===== src/rtl/uart_pkg.sv =====
// rtl/uart_pkg.sv - shared UART frame constants and arbiter state encoding
package uart_pkg;

  localparam int UART_FRAME_BITS      = 10;
  localparam int DEFAULT_CLKS_PER_BIT = 217;  // 25 MHz / 115200

  typedef logic [1:0] arb_state_t;

  localparam arb_state_t ST_IDLE    = 2'd0;
  localparam arb_state_t ST_GRANTED = 2'd1;
  localparam arb_state_t ST_TX      = 2'd2;

endpackage


===== src/rtl/uart_tx_byte.sv =====
// rtl/uart_tx_byte.sv - 8N1 serializer; load starts the frame on the same edge
module uart_tx_byte
  import uart_pkg::*;
#(
  parameter int CLKS_PER_BIT = DEFAULT_CLKS_PER_BIT
) (
  input  logic       clk,
  input  logic       rst_n,
  input  logic       load,
  input  logic [7:0] data,
  output logic       tx,
  output logic       done
);

  localparam int              CW       = (CLKS_PER_BIT > 1) ? $clog2(CLKS_PER_BIT) : 1;
  localparam logic [CW-1:0]   BIT_END  = CW'(CLKS_PER_BIT - 1);
  localparam logic [3:0]      LAST_IDX = 4'(UART_FRAME_BITS - 1);

  logic [CW-1:0] bit_cnt;
  logic [3:0]    bit_idx;
  logic [7:0]    shreg;
  logic          active;

  assign done = active && (bit_cnt == BIT_END) && (bit_idx == LAST_IDX);

  always_ff @(posedge clk) begin
    if (!rst_n) begin
      tx      <= 1'b1;
      bit_cnt <= '0;
      bit_idx <= '0;
      shreg   <= '0;
      active  <= 1'b0;
    end else if (load) begin
      tx      <= 1'b0;
      shreg   <= data;
      bit_cnt <= '0;
      bit_idx <= '0;
      active  <= 1'b1;
    end else if (active) begin
      if (bit_cnt == BIT_END) begin
        bit_cnt <= '0;
        if (bit_idx == LAST_IDX) begin
          active  <= 1'b0;
          bit_idx <= '0;
          tx      <= 1'b1;
        end else begin
          // after data[7] comes the stop bit; otherwise shift out LSB-first
          bit_idx <= bit_idx + 4'd1;
          tx      <= (bit_idx == LAST_IDX - 4'd1) ? 1'b1 : shreg[0];
          shreg   <= {1'b0, shreg[7:1]};
        end
      end else begin
        bit_cnt <= bit_cnt + CW'(1);
      end
    end
  end

endmodule


===== src/rtl/uart_tx_arbiter.sv =====
// rtl/uart_tx_arbiter.sv - round-robin, message-granular sharing of one UART TX line
module uart_tx_arbiter
  import uart_pkg::*;
#(
  parameter int   NUM_REQ       = 4,
  parameter int   CLKS_PER_BIT  = DEFAULT_CLKS_PER_BIT,
  parameter int   STALL_TIMEOUT = 4096,
  localparam int  GW            = (NUM_REQ > 1) ? $clog2(NUM_REQ) : 1
) (
  input  logic                 clk,
  input  logic                 rst_n,
  input  logic [NUM_REQ-1:0]   req_valid,
  input  logic [8*NUM_REQ-1:0] req_data,
  input  logic [NUM_REQ-1:0]   req_last,
  output logic [NUM_REQ-1:0]   req_ready,
  output logic                 uart_out,
  output logic                 busy,
  output logic [GW-1:0]        grant_id
);

  localparam int            SW        = (STALL_TIMEOUT > 1) ? $clog2(STALL_TIMEOUT) : 1;
  localparam logic [SW-1:0] STALL_END = SW'(STALL_TIMEOUT - 1);

  arb_state_t    state;
  logic [GW-1:0] last_grant;
  logic [GW-1:0] next_grant;
  logic [GW-1:0] scan_idx;
  logic          found;
  logic [SW-1:0] stall_cnt;
  logic          last_q;
  logic [7:0]    grant_data;
  logic          accept;
  logic          tx_done;

  // Scan upward from the requester after the previous grantee, wrapping.
  always_comb begin
    next_grant = last_grant;
    scan_idx   = last_grant;
    found      = 1'b0;
    for (int i = 0; i < NUM_REQ; i++) begin
      scan_idx = (scan_idx == GW'(NUM_REQ - 1)) ? '0 : scan_idx + GW'(1);
      if (!found && req_valid[scan_idx]) begin
        found      = 1'b1;
        next_grant = scan_idx;
      end
    end
  end

  always_comb begin
    grant_data = '0;
    for (int i = 0; i < NUM_REQ; i++) begin
      if (grant_id == GW'(i)) grant_data = req_data[8*i +: 8];
    end
  end

  assign accept    = (state == ST_GRANTED) && req_valid[grant_id];
  assign req_ready = (state == ST_GRANTED) ? (NUM_REQ'(1) << grant_id) : '0;
  assign busy      = (state != ST_IDLE);

  always_ff @(posedge clk) begin
    if (!rst_n) begin
      state      <= ST_IDLE;
      last_grant <= GW'(NUM_REQ - 1);
      grant_id   <= '0;
      stall_cnt  <= '0;
      last_q     <= 1'b0;
    end else begin
      case (state)
        ST_IDLE: begin
          if (|req_valid) begin
            grant_id   <= next_grant;
            last_grant <= next_grant;
            stall_cnt  <= '0;
            state      <= ST_GRANTED;
          end
        end
        ST_GRANTED: begin
          if (accept) begin
            last_q    <= req_last[grant_id];
            stall_cnt <= '0;
            state     <= ST_TX;
          end else if (stall_cnt == STALL_END) begin
            stall_cnt <= '0;
            state     <= ST_IDLE;
          end else begin
            stall_cnt <= stall_cnt + SW'(1);
          end
        end
        ST_TX: begin
          if (tx_done) state <= last_q ? ST_IDLE : ST_GRANTED;
        end
        default: state <= ST_IDLE;
      endcase
    end
  end

  uart_tx_byte #(
    .CLKS_PER_BIT(CLKS_PER_BIT)
  ) u_tx (
    .clk  (clk),
    .rst_n(rst_n),
    .load (accept),
    .data (grant_data),
    .tx   (uart_out),
    .done (tx_done)
  );

endmodule

===== config.mk =====
export PLATFORM = sky130hd
export DESIGN_NAME = uart_tx_arbiter
export DESIGN_NICKNAME = d
export VERILOG_FILES = /design/src/rtl/uart_pkg.sv /design/src/rtl/uart_tx_byte.sv /design/src/rtl/uart_tx_arbiter.sv
export SDC_FILE = /design/constraint.sdc
export NUM_CORES = 1
export LEC_CHECK = 0
export CORE_ASPECT_RATIO = 0.6
export CORE_UTILIZATION = 57
export CTS_BUF_LIST = sky130_fd_sc_hd__clkbuf_16
export CTS_CLUSTER_DIAMETER = 40
export CTS_CLUSTER_SIZE = 30
export DETAILED_ROUTE_END_ITERATION = 10
export GPL_ROUTABILITY_DRIVEN = 0
export PLACE_DENSITY = 0.86
export SYNTH_ARGS = -nofsm -noshare
export SYNTH_HDL_FRONTEND = slang
export SYNTH_HIERARCHICAL = 1
export SYNTH_SLANG_ARGS = --single-unit

===== constraint.sdc =====
create_clock -name clk -period 3.4 [get_ports clk]
set_clock_uncertainty 0.2 [all_clocks]
set_input_delay 0.51 -clock clk [delete_from_list [all_inputs] [get_ports clk]]
set_output_delay 0.51 -clock clk [all_outputs]
set_load 0.005 [all_outputs]

### Word level (Yosys, flattened, before mapping)

Index checks and enable logic that the tools add are counted.

* logic and storage cells: 118
* output and inout port bits: 8
* register bits after elaboration: 41

* add/subtract/negate cells: 7
* reductions and logical operators: 24
* multiplexer cells: 53
* shift-type cells: 1
* $lt $le $gt $ge: 5
* equality and inequality tests: 17
* bitwise gates (word level): 1

Operators with widths (count)
* two-way mux 8 bit: 9
* two-way mux 12 bit: 3
* two-way mux 2 bit: 12
* case mux 12 bit (2 select lines): 1
* two-way mux 1 bit: 19
* < comparator 2 x 3 -> 1 bit (second input constant): 5
* equality test 2 bit (second input constant): 7
* adder 12 x 1 -> 12 bit (second input constant): 1
* binary-select mux 1 bit (select 2 bit): 6
* equality test 12 bit (second input constant): 1
* AND reduction 2 bit: 5
* adder 2 x 1 -> 2 bit (second input constant): 4
* adder 8 x 1 -> 8 bit (second input constant): 1
* equality test 4 bit (second input constant): 2
* equality test 8 bit (second input constant): 1
* two-way mux 4 bit: 2
* nonzero test 2 bit: 4
* logical AND 1 bit: 6
* != test 2 bit (second input constant): 3
* case mux 2 bit (3 select lines): 1
* AND reduction 3 bit: 2
* adder 4 x 1 -> 4 bit (second input constant): 1
* equality test 2 x 1 -> 1 bit (second input constant): 2
* zero test 2 bit: 2
* 6 further kinds: 8

### Logic depth before layout (Yosys ltp)

* depth in word-level cells: 14
* gate-level depth with buffers: 9

### By module

The synthesis kept the hierarchy.

By module, submodules not included
* uart_tx_arbiter: seq. area each 380.4 µm², area each 1655.3 µm², times used 1, cells each 198
* uart_tx_byte: seq. area each 440.4 µm², area each 1147.4 µm², times used 1, cells each 129

### Worst setup path after synthesis

No wires, ideal clock.

* path kind: input to register
* start: input req_valid[3]
* end: register u_tx.shreg[2]
* library setup time: 0.133 ns
* setup slack: 1.118 ns
* buffers on the path: 1
* cell stages on the path: 6
* data arrival time: 1.949 ns
* cells stage by stage: mux4_2 and2_0 clkbuf_1 nor2_1 nor4b_1 a211oi_2

* cells in the longest elaborated chain, start to end: 5
* elaborated cells between the ends (all ways): 8

Ends and longest elaborated chain
* start: declaration: RTL line uart_tx_arbiter.sv:12 `input logic [NUM_REQ-1:0] req_valid,`
* binary-select mux 1 bit (select 2 bit) (*): RTL line uart_tx_arbiter.sv:56 `assign accept = (state == ST_GRANTED) && req_valid[grant_id];`
* two-way mux 1 bit (implied by the code) (*): RTL line uart_tx_arbiter.sv:56
* logical AND 1 bit (*): RTL line uart_tx_arbiter.sv:56
* net accept: RTL line uart_tx_arbiter.sv:32 `logic accept;`
* != test 2 bit (no source line) / nonzero test 2 bit (equally long branches)
* AND reduction 3 bit (no source line)
* end signal: assignment: RTL line uart_tx_byte.sv:35 `shreg <= data;`
* end signal: assignment: RTL line uart_tx_byte.sv:50 `shreg <= {1'b0, shreg[7:1]};`
* end: declaration: RTL line uart_tx_byte.sv:21 `logic [7:0] shreg;`

The timed path passes the listed nets; every way through them passes the cells marked *. The select of a mux whose other input is x is not followed.
A chain may end at the register's enable or synchronous reset.

### Worst setup path in the final report

* start: input req_valid[1]
* end: register u_tx.bit_cnt[6]

* cells in the longest elaborated chain, start to end: 4

Ends and longest elaborated chain
* binary-select mux 1 bit (select 2 bit): RTL line uart_tx_arbiter.sv:56
* two-way mux 1 bit (implied by the code): RTL line uart_tx_arbiter.sv:56
* logical AND 1 bit: RTL line uart_tx_arbiter.sv:56
* net accept: RTL line uart_tx_arbiter.sv:32
* OR reduction 2 bit (no source line)
* end signal: assignment: RTL line uart_tx_byte.sv:53 `bit_cnt <= bit_cnt + CW'(1);`
* end: declaration: RTL line uart_tx_byte.sv:19 `logic [CW-1:0] bit_cnt;`

The timed path passes the listed nets, and every way through them passes these cells. The select of a mux whose other input is x is not followed.

==> metrics.cfg <==
[placement]
io_buffers = 49
hpwl_mm = 5.198
pre_cts_ws_ns = 0.4551
dp_cells = 430

[cells_and_area]
instances_no_fill = 438
nets = 420
areaGrowthSynthToFinish_pct = 26.07
drive_gt1_share_pct = 11.20
antenna_cells = 0

[yosys]
synth-simple-area-share_pct = 27.41
ys_top_cells_by_area = dfxtp_1, mux4_2, nor2_1
synth_edf_count = 0
ys_seq_area_share_pct = 29.29
syn_area_mm2 = 0.002803
synth.most_common_cell = dfxtp_1
synth.area.mux_share_pct = 12.68
avgSynthCellArea_um2 = 8.571
yosysWarnings = 6
synth_xor_area_share_pct = 2.188
ys_seq_elements = 41
synthTopCellsByCount = dfxtp_1, nor2_1, nand2_1, a21oi_1, o21ai_0
yosys.area.top_type = dfxtp_1
synth_compound_area_share_pct = 21.79
yosysUniqueCellTypes = 62
netlist.area_leader.share_pct = 29.29
async_flop_share_pct = 0
synth_cells = 327
synth-main-ff-cell = dfxtp_1
synth_adder_area_share_pct = 1.786
syn-num-nets = 373
synth_top_family_by_area = simple AND/OR/NAND/NOR gates

[run_status]
status = finished clean

[hold_path]
hold_class = reg -> reg

[worst_setup_path]
setup.worst_path.end = u_tx/bit_cnt[6]
rr_startpoint = grant_id[0]
worstSetupPathType = in -> reg
r2r-end = u_tx/bit_cnt[6]
crit_fanout = 8
cp.required_ns = 3.41
slowest_delay_ns = 0.47
crit_path_start = req_valid[1]
slowest_stage = mux4_2
cp.arrival_ns = 2.71
end_kind = register
ff2ff_setup_slack_ns = 0.94
setup.worst_path.start_class = input port
crit_chain = clkdlybuf4s50_1 > mux4_2 > and2_0 > nor2b_1 > o21ai_1 > a21oi_1
reg2reg_depth = 5

[floorplan]
fp.dieW_um = 92.53
start_util_pct = 60.46
die-area_mm2 = 0.005211
core_mm2 = 0.004636
die_h_um = 56.32
io_pins = 50
num_rows = 19

[clocking]
ctsHoldBuffers = 0
ctsResizeCount = 0
cts_setup_buffers = 0
cts_tree = done
root_buffer = clkbuf_16
cts_max_level = 2
clockBufferDepth = 2
clk_pin_slew_ns = 0.06
cts.sinks = 41
clk_latency_ns = 0.28
numCtsBuffers = 5

[sta]
rsz0062_at_grt = false
hold_viol_final = 0
fin_setup_tns_ns = 0
setup_slack_ns = 0.7003
setup_viol = 0
period_share_pct = 79.40
worstMarginPinSlew_ns = 0.8656
finalMaxSlewViolations = 0
fin_crit_ns = 2.700
maxSlewHeadroom_pct = 42.30
max_freq_ghz = 0.3704

[power_and_ir_drop]
leakage_nw = 1.247
cellPowerDensity_mw_per_mm2 = 607.7
ir_worst_vdd_mv = 0.5928

[grt]
grt_max_degree = 22
antenna_found_initial = 0
grt_pass1_wl_mm = 11.83
grt_usage_pct = 28.98
grt_pass1_vias = 2434
overflow = 0

[routing]
wl_per_cell_um = 16.36
drtIter0Drc = 117
wl_mm = 7.166
first_pass_iters = 5
ant_nets = 0
drt-vias-per-instance = 6.349
dr_total_vias = 2781
drc = 0

[flow_run]
maxCapViolCount = 0

flip-flops by register name, summed over array words and instances (netlist names), 2 cells and up:
register / cells
grant_id: 2
last_grant: 2
stall_cnt: 12
state: 2
u_tx/bit_cnt: 8
u_tx/bit_idx: 4
u_tx/shreg: 8
placed cells by master (no fill, tap or decap), drive strengths merged, types with 3 or more instances in the layout:
master	count
o21ai	20
nor4	5
and3	5
dfxtp	41
inv	13
nor2b	3
nand2b	5
buf	12
mux2i	7
nand4	9
a41oi	3
or2	3
a211oi	11
nand3	12
a21oi	18
o21a	3
ha	4
nand3b	4
o31ai	4
a31oi	5
xor2	6
clkbuf	5
o211a	3
nand2	19
nor3b	3
o211ai	6
or3	5
mux4	11
nor3	11
nor2	32
nor4b	7
clkdlybuf4s50	49
kinds of logic after synthesis:
kind of cell               count (synthesis)
and+or+nand+nor                          136
AOI/OAI and AO/OA                         86
DFF                                       41
buffers and inverters                     33
muxes                                     20
xor gates and xnor gates                   7
adders and majority gates                  4
routing by layer:
| metal | part of all wire (%) | up-vias | global-route usage, % |
|---|---|---|---|
| li1 | - | 1345 | - |
| met1 | 46 | 1313 | 40.80 |
| met2 | 45 | 113 | 44.13 |
| met3 | 7.8 | 10 | 7.453 |
| met4 | 0.91 | 0 | 7.813 |
| met5 | 0 | - | 0 |
per-stage QoR:
| step | instance area, um2 | util (%) | power (W) | hold slack (ns) |
|---|---|---|---|---|
| global route | 3533 | 76.22 | 0.002292 | 0.3169 |
| floorplan | 2803 | - | 0.001343 | 0.2509 |
| global placement | 3371 | 72.71 | 0.001599 | 0.2655 |
| CTS | 3533 | 76.22 | 0.002144 | 0.2823 |
| detailed placement | 3371 | 72.71 | 0.001617 | 0.2720 |
| finish | 3533 | 76.22 | 0.002147 | 0.2911 |
critical path, delay by kind of cell:
kind            cells  cell delay (ns)
compound gates      2             0.55
buf+inv             1             0.44
mux                 1             0.47
simple gates        2             0.73
report_power, final:
part           switching [W]  internal (W)  leakage [nW]  total [W]
registers          0.0000457      0.000543         0.333   0.000589
logic               0.000548      0.000487         0.831    0.00103
clock network       0.000183      0.000341        0.0826   0.000524
area by class of cell:
class                           instances  area, um2
Clock buffer                            5      125.1
Clock inverter                          3      37.54
Fill cell                             319       1102
Inverter                               12      45.04
Multi-Input combinational cell        253       1846
Sequential cell                        41      820.8
Tap cell                               63      78.83
Timing Repair Buffer                   61      580.6
how the worst min path moves through the flow:
stage	startpoint	endpoint	slack (ns)	cells after the start
after global routing	u_tx/shreg[7]	u_tx/shreg[7]	0.32	2
final	u_tx/shreg[7]	u_tx/shreg[7]	0.29	2
after detailed placement	u_tx/shreg[7]	u_tx/shreg[7]	0.27	2
after CTS	u_tx/shreg[7]	u_tx/shreg[7]	0.28	2
after floorplan	last_q	last_q	0.25	2
after global placement	u_tx/shreg[7]	u_tx/shreg[7]	0.27	2
(Power assumes the default switching activity.)
